$ cat src/rtl/wallace_pkg.sv
// Shared constants and tree-sizing helpers for the pipelined Wallace-tree multiplier.
package wallace_pkg;

    localparam int DEF_WIDTH = 16;
    localparam int PROD_W    = 2 * DEF_WIDTH;
    localparam int LAT       = 3;

    // Rows remaining after k levels of 3:2 compression; leftovers pass through a level.
    function automatic int rows_after(input int n, input int k);
        int r;
        r = n;
        for (int i = 0; (i < k) && (r > 2); i++) begin
            r = 2 * (r / 3) + (r % 3);
        end
        return r;
    endfunction

    function automatic int csa_levels(input int n);
        int r;
        int c;
        r = n;
        c = 0;
        while (r > 2) begin
            r = 2 * (r / 3) + (r % 3);
            c++;
        end
        return c;
    endfunction

endpackage

$ cat src/rtl/csa_row.sv
// W-bit 3:2 carry-save compressor; the carry row is pre-shifted by one with its MSB dropped.
module csa_row #(
    parameter int W = 32
) (
    input  logic [W-1:0] x,
    input  logic [W-1:0] y,
    input  logic [W-1:0] z,
    output logic [W-1:0] sum,
    output logic [W-1:0] carry
);

    assign sum   = x ^ y ^ z;
    assign carry = {(x[W-2:0] & y[W-2:0]) | (x[W-2:0] & z[W-2:0]) | (y[W-2:0] & z[W-2:0]), 1'b0};

endmodule

$ cat src/rtl/wallace_mult_pipe.sv
// Three-stage pipelined Wallace-tree multiplier, unsigned or signed per operation,
// with valid/ready flow control at both ends and a tag carried alongside each operation.
module wallace_mult_pipe
    import wallace_pkg::*;
#(
    parameter int WIDTH = 16,
    parameter int TAG_W = 4
) (
    input  logic                 clk,
    input  logic                 rst,
    input  logic                 in_valid,
    output logic                 in_ready,
    input  logic [WIDTH-1:0]     in_a,
    input  logic [WIDTH-1:0]     in_b,
    input  logic                 in_signed,
    input  logic [TAG_W-1:0]     in_tag,
    output logic                 out_valid,
    input  logic                 out_ready,
    output logic [2*WIDTH-1:0]   out_prod,
    output logic [TAG_W-1:0]     out_tag
);

    localparam int PW    = 2 * WIDTH;
    localparam int LVLS  = csa_levels(WIDTH);
    localparam int HALF  = (LVLS + 1) / 2;
    localparam int MID_N = rows_after(WIDTH, HALF);
    localparam logic [PW-1:0] ONE = {{(PW-1){1'b0}}, 1'b1};

    logic               v0_r, v1_r, v2_r;
    logic               en0_s, en1_s, en2_s;
    logic [WIDTH-1:0]   a0_r, b0_r;
    logic               sign0_r;
    logic [TAG_W-1:0]   tag0_r, tag1_r, tag2_r;
    logic [PW-1:0]      mid_r [MID_N];
    logic [PW-1:0]      prod_r;
    logic [PW-1:0]      a_ext_s;
    logic [PW-1:0]      pp_s [WIDTH];
    logic [PW-1:0]      sum_s;

    // Each stage advances when it is empty or its successor advances.
    always_comb begin
        en2_s = !v2_r || out_ready;
        en1_s = !v1_r || en2_s;
        en0_s = !v0_r || en1_s;
    end

    assign in_ready = en0_s;

    assign a_ext_s = sign0_r ? {{WIDTH{a0_r[WIDTH-1]}}, a0_r} : {{WIDTH{1'b0}}, a0_r};

    // Partial products; in signed mode the top multiplier bit carries negative weight.
    always_comb begin
        for (int i = 0; i < WIDTH; i++) begin
            if (!b0_r[i]) begin
                pp_s[i] = '0;
            end else if (sign0_r && (i == WIDTH - 1)) begin
                pp_s[i] = (~(a_ext_s << i)) + ONE;
            end else begin
                pp_s[i] = a_ext_s << i;
            end
        end
    end

    // Level l compresses the rows of level l-1; the first level after HALF reads the S1 register.
    for (genvar l = 1; l <= LVLS; l++) begin : g_lvl
        localparam int NI  = rows_after(WIDTH, l - 1);
        localparam int NO  = rows_after(WIDTH, l);
        localparam int GRP = NI / 3;

        logic [PW-1:0] src [NI];
        logic [PW-1:0] r   [NO];

        for (genvar k = 0; k < NI; k++) begin : g_src
            if (l == 1) begin : g_pp
                assign src[k] = pp_s[k];
            end else if (l == HALF + 1) begin : g_reg
                assign src[k] = mid_r[k];
            end else begin : g_prev
                assign src[k] = g_lvl[l-1].r[k];
            end
        end

        for (genvar j = 0; j < GRP; j++) begin : g_csa
            csa_row #(.W(PW)) u_csa (
                .x     (src[3*j]),
                .y     (src[3*j+1]),
                .z     (src[3*j+2]),
                .sum   (r[2*j]),
                .carry (r[2*j+1])
            );
        end

        for (genvar k = 0; k < NI - 3 * GRP; k++) begin : g_pass
            assign r[2*GRP+k] = src[3*GRP+k];
        end
    end

    assign sum_s = g_lvl[LVLS].r[0] + g_lvl[LVLS].r[1];

    // Pipeline registers; a stalled stage keeps both its data and its valid bit.
    always_ff @(posedge clk) begin
        if (rst) begin
            v0_r    <= 1'b0;
            v1_r    <= 1'b0;
            v2_r    <= 1'b0;
            a0_r    <= '0;
            b0_r    <= '0;
            sign0_r <= 1'b0;
            tag0_r  <= '0;
            tag1_r  <= '0;
            tag2_r  <= '0;
            prod_r  <= '0;
            for (int k = 0; k < MID_N; k++) begin
                mid_r[k] <= '0;
            end
        end else begin
            if (en0_s) begin
                v0_r    <= in_valid;
                a0_r    <= in_a;
                b0_r    <= in_b;
                sign0_r <= in_signed;
                tag0_r  <= in_tag;
            end
            if (en1_s) begin
                v1_r   <= v0_r;
                tag1_r <= tag0_r;
                for (int k = 0; k < MID_N; k++) begin
                    mid_r[k] <= g_lvl[HALF].r[k];
                end
            end
            if (en2_s) begin
                v2_r   <= v1_r;
                tag2_r <= tag1_r;
                prod_r <= sum_s;
            end
        end
    end

    assign out_valid = v2_r;
    assign out_prod  = prod_r;
    assign out_tag   = tag2_r;

endmodule

$ cat config.mk
export PLATFORM = sky130hd
export DESIGN_NAME = wallace_mult_pipe
export DESIGN_NICKNAME = d
export VERILOG_FILES = /design/src/rtl/wallace_pkg.sv /design/src/rtl/csa_row.sv /design/src/rtl/wallace_mult_pipe.sv
export SDC_FILE = /design/constraint.sdc
export NUM_CORES = 1
export LEC_CHECK = 0
export ABC_AREA = 0
export CORE_MARGIN = 1.5
export CORE_UTILIZATION = 45
export DETAILED_ROUTE_END_ITERATION = 12
export PLACE_DENSITY_LB_ADDON = 0.15
export SYNTH_ARGS = -nofsm -noshare
export SYNTH_HDL_FRONTEND = slang
export SYNTH_SLANG_ARGS = --single-unit
export TNS_END_PERCENT = 50
$ cat constraint.sdc
create_clock -name clk -period 4.25 [get_ports clk]
set_input_delay 0.6375 -clock clk [delete_from_list [all_inputs] [get_ports clk]]
set_output_delay 0.6375 -clock clk [all_outputs]
set_load 0.05 [all_outputs]
==> results of run 1 <==
-- synth_stat cells, drive strengths merged, types with 10 or more instances --
cell type    n  area [sq um]
xnor2       16           140
xor2        16           140
a21o        16           120
o21ai       21           105
and3        15          93.8
fa         259          5180
edfxtp     131          3930
and2       238          1490
dfxtp       80          1600
clkbuf      92           345
ha          59           738
nand3       12          60.1
nand2      244           916
inv        238           893
nor3        10          50.1
a21oi       84           428
nor2        59           221
-- state kept, by name, summed over array words and instances, names as in the netlist --
name       count
out_valid      1
v0_r           1
b0_r          16
a0_r          16
mid_r        131
out_prod      32
v1_r           1
tag1_r         4
tag0_r         4
out_tag        4
sign0_r        1
-- cell type report --
class / instances / area (sq um)
Fill cell: 3476 / 18400
Tap cell: 511 / 639
Timing Repair Buffer: 102 / 966
Clock buffer: 30 / 658
Sequential cell: 211 / 5540
Inverter: 238 / 897
Multi-Input combinational cell: 1130 / 10400
Clock inverter: 16 / 103
-- worst min path at each step --
stage,startpoint,to,depth (start not counted)
2_1_floorplan,tag0_r[0],tag0_r[0],2
3_3_place_gp,tag0_r[1],tag0_r[1],2
3_5_place_dp,out_tag[3],out_tag[3],2
4_1_cts,rst,out_prod[28],4
5_1_grt,tag0_r[1],tag0_r[1],2
6_report,out_tag[3],out_tag[3],2
-- worst reg2reg max path, stage by stage, from the launching register on --
cell	delay, ns
edfxtp_1	0.39
fa_1	0.51
fa_1	0.57
fa_1	0.42
ha_1	0.44
nand2_1	0.14
o21ai_0	0.30
a21oi_1	0.25
a2111oi_1	0.59
nor4_1	0.10
nor4_1	0.22
-- logic make-up (layout without fill, tap and decap cells) --
| kind of cell | Yosys count | after routing |
|---|---|---|
| AO/OA/AOI/OAI | 167 | 167 |
| XOR/XNOR | 32 | 32 |
| adder cells (fa/ha/maj) | 318 | 318 |
| buffers and inverters | 334 | 386 |
| flip-flops | 211 | 211 |
| multiplexers | 1 | 1 |
| AND/OR/NAND/NOR | 612 | 612 |
-- routing by layer --
metal  share of wire [%]  global-route usage (%)  vias to the layer above
met5                   0                       0                        -
met4                 2.0                    4.44                        0
met3                 5.6                    3.41                       47
met2                  42                    32.1                      302
met1                  50                    32.4                     5640
li1                    -                       -                     5293
-- through the flow --
stage | hold WS, ns | cell area, sq um
after floorplan | 0.432 | 17100
after global placement | 0.438 | 18400
after detailed placement | 0.445 | 18400
after CTS | 0.452 | 19100
after global routing | 0.469 | 19100
final | 0.449 | 19100
-- where the power goes --
part | leakage [nW] | total [mW] | switching, mW | internal [mW]
combinational | 6.17 | 1.35 | 0.812 | 0.540
clock | 0.366 | 1.98 | 0.872 | 1.11
sequential | 2.25 | 2.46 | 0.152 | 2.31
==> impl_results.md, run 1 <==
* Outcome: complete, no violations
* Crit path capture type: flip-flop
* Max Freq at 248 MHz
* Setup TNS at 0 ns
* Mapped Nets at 2034
* Final Slew Violations at 0
* Family with the most delay on the worst path: adder cells
* Vias in the first global route at 11700
* Worst setup path endpoint: out_prod[31]
* CTS buffer count at 25
* Final setup fails at 0
* CP Data Required Time at 4.71 ns
* Reg2Reg Capture Point: out_prod[31]
* DR vias/cell at 5.04
* CP max stage cell: a2111oi_1
* Post-CTS sizing at 0
* Unrepaired setup endpoints after global routing: no
* All-Layer GR Usage at 21.3%
* Iter 0 DRT Violations at 599
* Ant. Diodes at 0
* Starting density of the core at 45.6%
* Largest family of logic cells by synthesized area: adder cells
* Mean Syn Cell Area at 10.2 sq um
* Vias at 11300
* CTS Buffer Depth at 3
* CORE AREA at 0.0376 sq mm
* Largest net degree at the start of global routing at 93
* Slew @ Worst Pin at 0.952 ns
* CTS sink count at 211
* Total wire length at 39700 um
* PwrDens at 303 mW/mm^2
* Max VDD drop at 267 uV
* Layout Nets at 2067
* Commonest non-fill, non-tap cell in the layout: fa_1
* Clock slew at reported path FFs at 0.06 ns
* Adder-cell share of the synthesized area at 34.6%
* Compound-gate portion of the synthesized area at 6.14%
* First-pass GRT wire length at 64200 um
* P_leak at 8.79 nW
* Post-layout util at 51.0%
* Final Hold Vio Count at 0
* Post-CTS Hold Buffers at 0
* Total gr overflow at 0
* Placed instance count at 2192
* Ys flop type: edfxtp_1
* Max_cap viols at 0
* Peak fanout along the critical path at 8
* DIE WIDTH at 198 um
* Clock Skew at 0.0111 ns
* Antenna-violating nets left at 0
* Hpwl dp at 30600 um
* Die area at 0.0392 sq mm
* Post-route setup slack at 0.224 ns
* Total Power at 5.79 mW
* DRT Pass-1 Iters at 5
* Die Y-Extent at 198 um
* Area Overhead vs Synth at 11.8%
* Tightest Hold Check Type: flip-flop to flip-flop
* CTS tree: built
* Register bit total from synthesis at 211
* Worst R2R Path Depth at 10
* Sequential cell area fraction in the yosys report at 32.3%
* Row Count at 71
* Number of synthesized flops with an enable pin at 131
* Post-Syn Area at 0.0171 sq mm
* Levels on crit path at 10
* Place WS at 0.328 ns
* Clock Tree Root: clkbuf_16
* Relative slew slack at 36.5%
* Io pins at 79
* I/O Buffers at 78
* H-tree depth at 1
* Distinct cells, synth at 55
* Startpoint types: flip-flop
* Ys Warns at 0
* Setup bufs post-CTS at 0
* Reg2Reg Setup Slack at 0.22 ns
* Final period util at 94.7%
* # DRC at 0
* Initial antenna violation count at 0
* Crit-path cells: fa_1 > fa_1 > fa_1 > ha_1 > nand2_1 > o21ai_0 > a21oi_1 > a2111oi_1 > nor4_1 > nor4_1
* Syn Inst Count at 1675
* CP Class: flip-flop to flip-flop
* Layout cells sized above 1 at 4.28%
* Reg-to-Reg Start: mid_r[5][18]
* Fin crit period at 4.03 ns
* Final Non-Filler Cells at 2238
* Commonest non-fill, non-tap cells in the layout: fa_1, nand2_1, and2_1
* Clock latency on the worst-skew pair at 0.55 ns
* Crit path buf inv count at 0
* Most used cell, CP: fa_1
* Async set-reset flop share out of synthesis at 0%
* Wire length per cell at 17.7 um
* Worst path max stage delay at 0.58 ns
* Synth Area in Simple Gates at 17.9%
* Gpl congestion at 0.842
* CP startpoint: mid_r[5][18]
* Mux cell area share after synthesis at 0.0585%
* Xor and xnor area share after synthesis at 1.64%
* Crit path DAT at 4.48 ns
Power figures use the tool's default switching activity.
==> run 2: changes to the inputs <==
Settings changed: CTS_BUF_LIST set to sky130_fd_sc_hd__clkbuf_2.
==> run 2 against run 1 <==
Power shrank 8.7%. Critical endpoint is now out_prod[29]. Utilization shrank 0.60 points. Highest routed layer unchanged. Critical path depth is the same. Routed wire length grew 1.6%. Count of clock-buffer cells in the layout grew 49. Largest cell class unchanged. Flip-flop and latch count is the same. Die area is the same. Fmax is essentially flat.
==> impl_results.md, run 2 (synthesis results as in run 1) <==
* Placed Area at 0.0184 sq mm
* CORE AREA at 0.0376 sq mm
* PwrDens at 280 mW/mm^2
* Row Count at 71
* CP Data Required Time at 5.08 ns
* Wire length per cell at 17.6 um
* Crit path DAT at 4.85 ns
* # DRC at 0
* DR vias/cell at 4.99
* Unrepaired setup endpoints after global routing: no
* Starting density of the core at 45.6%
* CTS tree: built
* WHS Path Cells at 3
* Total wire length at 40300 um
* Setup TNS at 0 ns
* CP startpoint: mid_r[4][16]
* CTS sink count at 211
* Worst R2R Path Depth at 10
* Outcome: complete, no violations
* Area Overhead vs Synth at 10.5%
* Final Slew Violations at 0
* Largest net degree at the start of global routing at 93
* Gpl congestion at 0.842
* Antenna-violating nets left at 0
* Wire length on met2 at 16900 um
* Fin crit period at 4.02 ns
* Clock latency on the worst-skew pair at 1.03 ns
* Reg-to-Reg Start: mid_r[4][16]
* Hold EP: a0_r[14]
* Detail Route met3 WL at 2380 um
* DRT Pass-1 Iters at 5
* Die area at 0.0392 sq mm
* Layout cells sized above 1 at 6.95%
* Final setup fails at 0
* Commonest non-fill, non-tap cells in the layout: fa_1, nand2_1, and2_1
* Reg2Reg Setup Slack at 0.23 ns
* Peak fanout along the critical path at 8
* Layout Nets at 2100
* P_leak at 8.82 nW
* Crit path capture type: flip-flop
* Tightest Hold Check Type: primary input to flip-flop
* Io pins at 79
* Clock Tree Root: clkbuf_2
* Reg2Reg Capture Point: out_prod[29]
* CTS Buffer Depth at 3
* Max VDD drop at 228 uV
* Final period util at 94.7%
* Biggest register: mid_r
* Vias in the first global route at 12000
* Commonest non-fill, non-tap cell in the layout: fa_1
* I/O Buffers at 78
* Total gr overflow at 0
* CP Class: flip-flop to flip-flop
* Slew @ Worst Pin at 0.949 ns
* Vias at 11500
* First-pass GRT wire length at 65100 um
* All-Layer GR Usage at 21.8%
* Final Hold Vio Count at 0
* CTS buffer count at 57
* Hpwl dp at 30600 um
* Startpoint types: flip-flop
* DIE WIDTH at 198 um
* Final instance area at 0.0189 sq mm
* Top Metal Used: met4
* Clock Skew at 0.103 ns
* Initial antenna violation count at 1
* Relative slew slack at 36.7%
* Die Y-Extent at 198 um
* Hold_ws at 0.149 ns
* H-tree depth at 2
* Wl on met1 at 20100 um
* Max_cap viols at 0
* Hold_sp: in_a[14]
* Iter 0 DRT Violations at 589
* Number of flip-flops in the largest register at 131
* Max Freq at 249 MHz
* Clock slew at reported path FFs at 0.11 ns
run 2: cell count changes in the layout (fill, tap and decap cells not counted), moves of 2 or more:
cell | before | now
clkbuf_1 | 3 | 0
clkbuf_16 | 25 | 0
clkbuf_2 | 0 | 79
clkinv_1 | 5 | 15
clkinv_2 | 3 | 5
clkinvlp_2 | 2 | 0
clkinvlp_4 | 3 | 1
run 2: layout make-up:
class	instances	area [sq um]
Fill cell	3541	18700
Tap cell	511	639
Antenna cell	1	2.50
Multi-Input combinational cell	1130	10400
Timing Repair Buffer	103	976
Sequential cell	211	5540
Inverter	238	897
Clock buffer	79	395
Clock inverter	23	124
run 2: worst max-delay path: stages (launching register included):
cell	delay, ns
edfxtp_1	0.42
fa_1	0.50
fa_1	0.56
fa_1	0.42
ha_1	0.41
a21oi_2	0.19
o21ai_0	0.11
a221o_1	0.35
o21a_1	0.21
or4_1	0.40
a32o_1	0.25
run 2: how the worst max path moves through the flow:
| stage | to | slack, ns | cells after the start |
|---|---|---|---|
| 2_1_floorplan | mid_r[0][0] | 0.48 | 5 |
| 3_3_place_gp | out_prod[30] | 0.34 | 12 |
| 3_5_place_dp | out_prod[30] | 0.33 | 12 |
| 4_1_cts | out_prod[29] | 0.21 | 10 |
| 5_1_grt | out_prod[29] | 0.03 | 10 |
| 6_report | out_prod[29] | 0.23 | 10 |
run 2: timing repair:
| action | in CTS | in global routing |
|---|---|---|
| endpoints found under the setup margin | 0 | 1 |
| endpoints found under the hold margin | 2 | 0 |
| gates resized for setup | 0 | 1 |
| hold buffers | 1 | 0 |
| setup buffers | 0 | 0 |
run 2: power breakdown:
part / switching, mW / internal (mW)
logic: 0.813 / 0.541
registers: 0.152 / 2.30
clock network: 0.911 / 0.572
total: 1.88 / 3.41
run 2: layer usage:
| metal | GRT usage [%] | up-vias |
|---|---|---|
| met5 | 0 | - |
| met4 | 6.87 | 0 |
| met3 | 3.71 | 71 |
| met2 | 32.3 | 312 |
| met1 | 32.5 | 5670 |
| li1 | - | 5398 |
run 2: through the flow:
stage	total power, mW	worst slack [ns]	cells	utilization (%)
2_1_floorplan	3.40	0.479	1675	-
3_3_place_gp	3.84	0.344	2192	48.9
3_5_place_dp	3.86	0.328	2192	48.9
4_1_cts	5.37	0.207	2295	50.3
5_1_grt	5.63	0.0305	2296	50.4
6_report	5.29	0.226	2296	50.4
==> run 3: changes to the inputs <==
Settings changed: CTS_CLUSTER_DIAMETER set to 80.
==> results of run 3 <==
No change in the layout: final DEF, timing and power equal those of run 2.
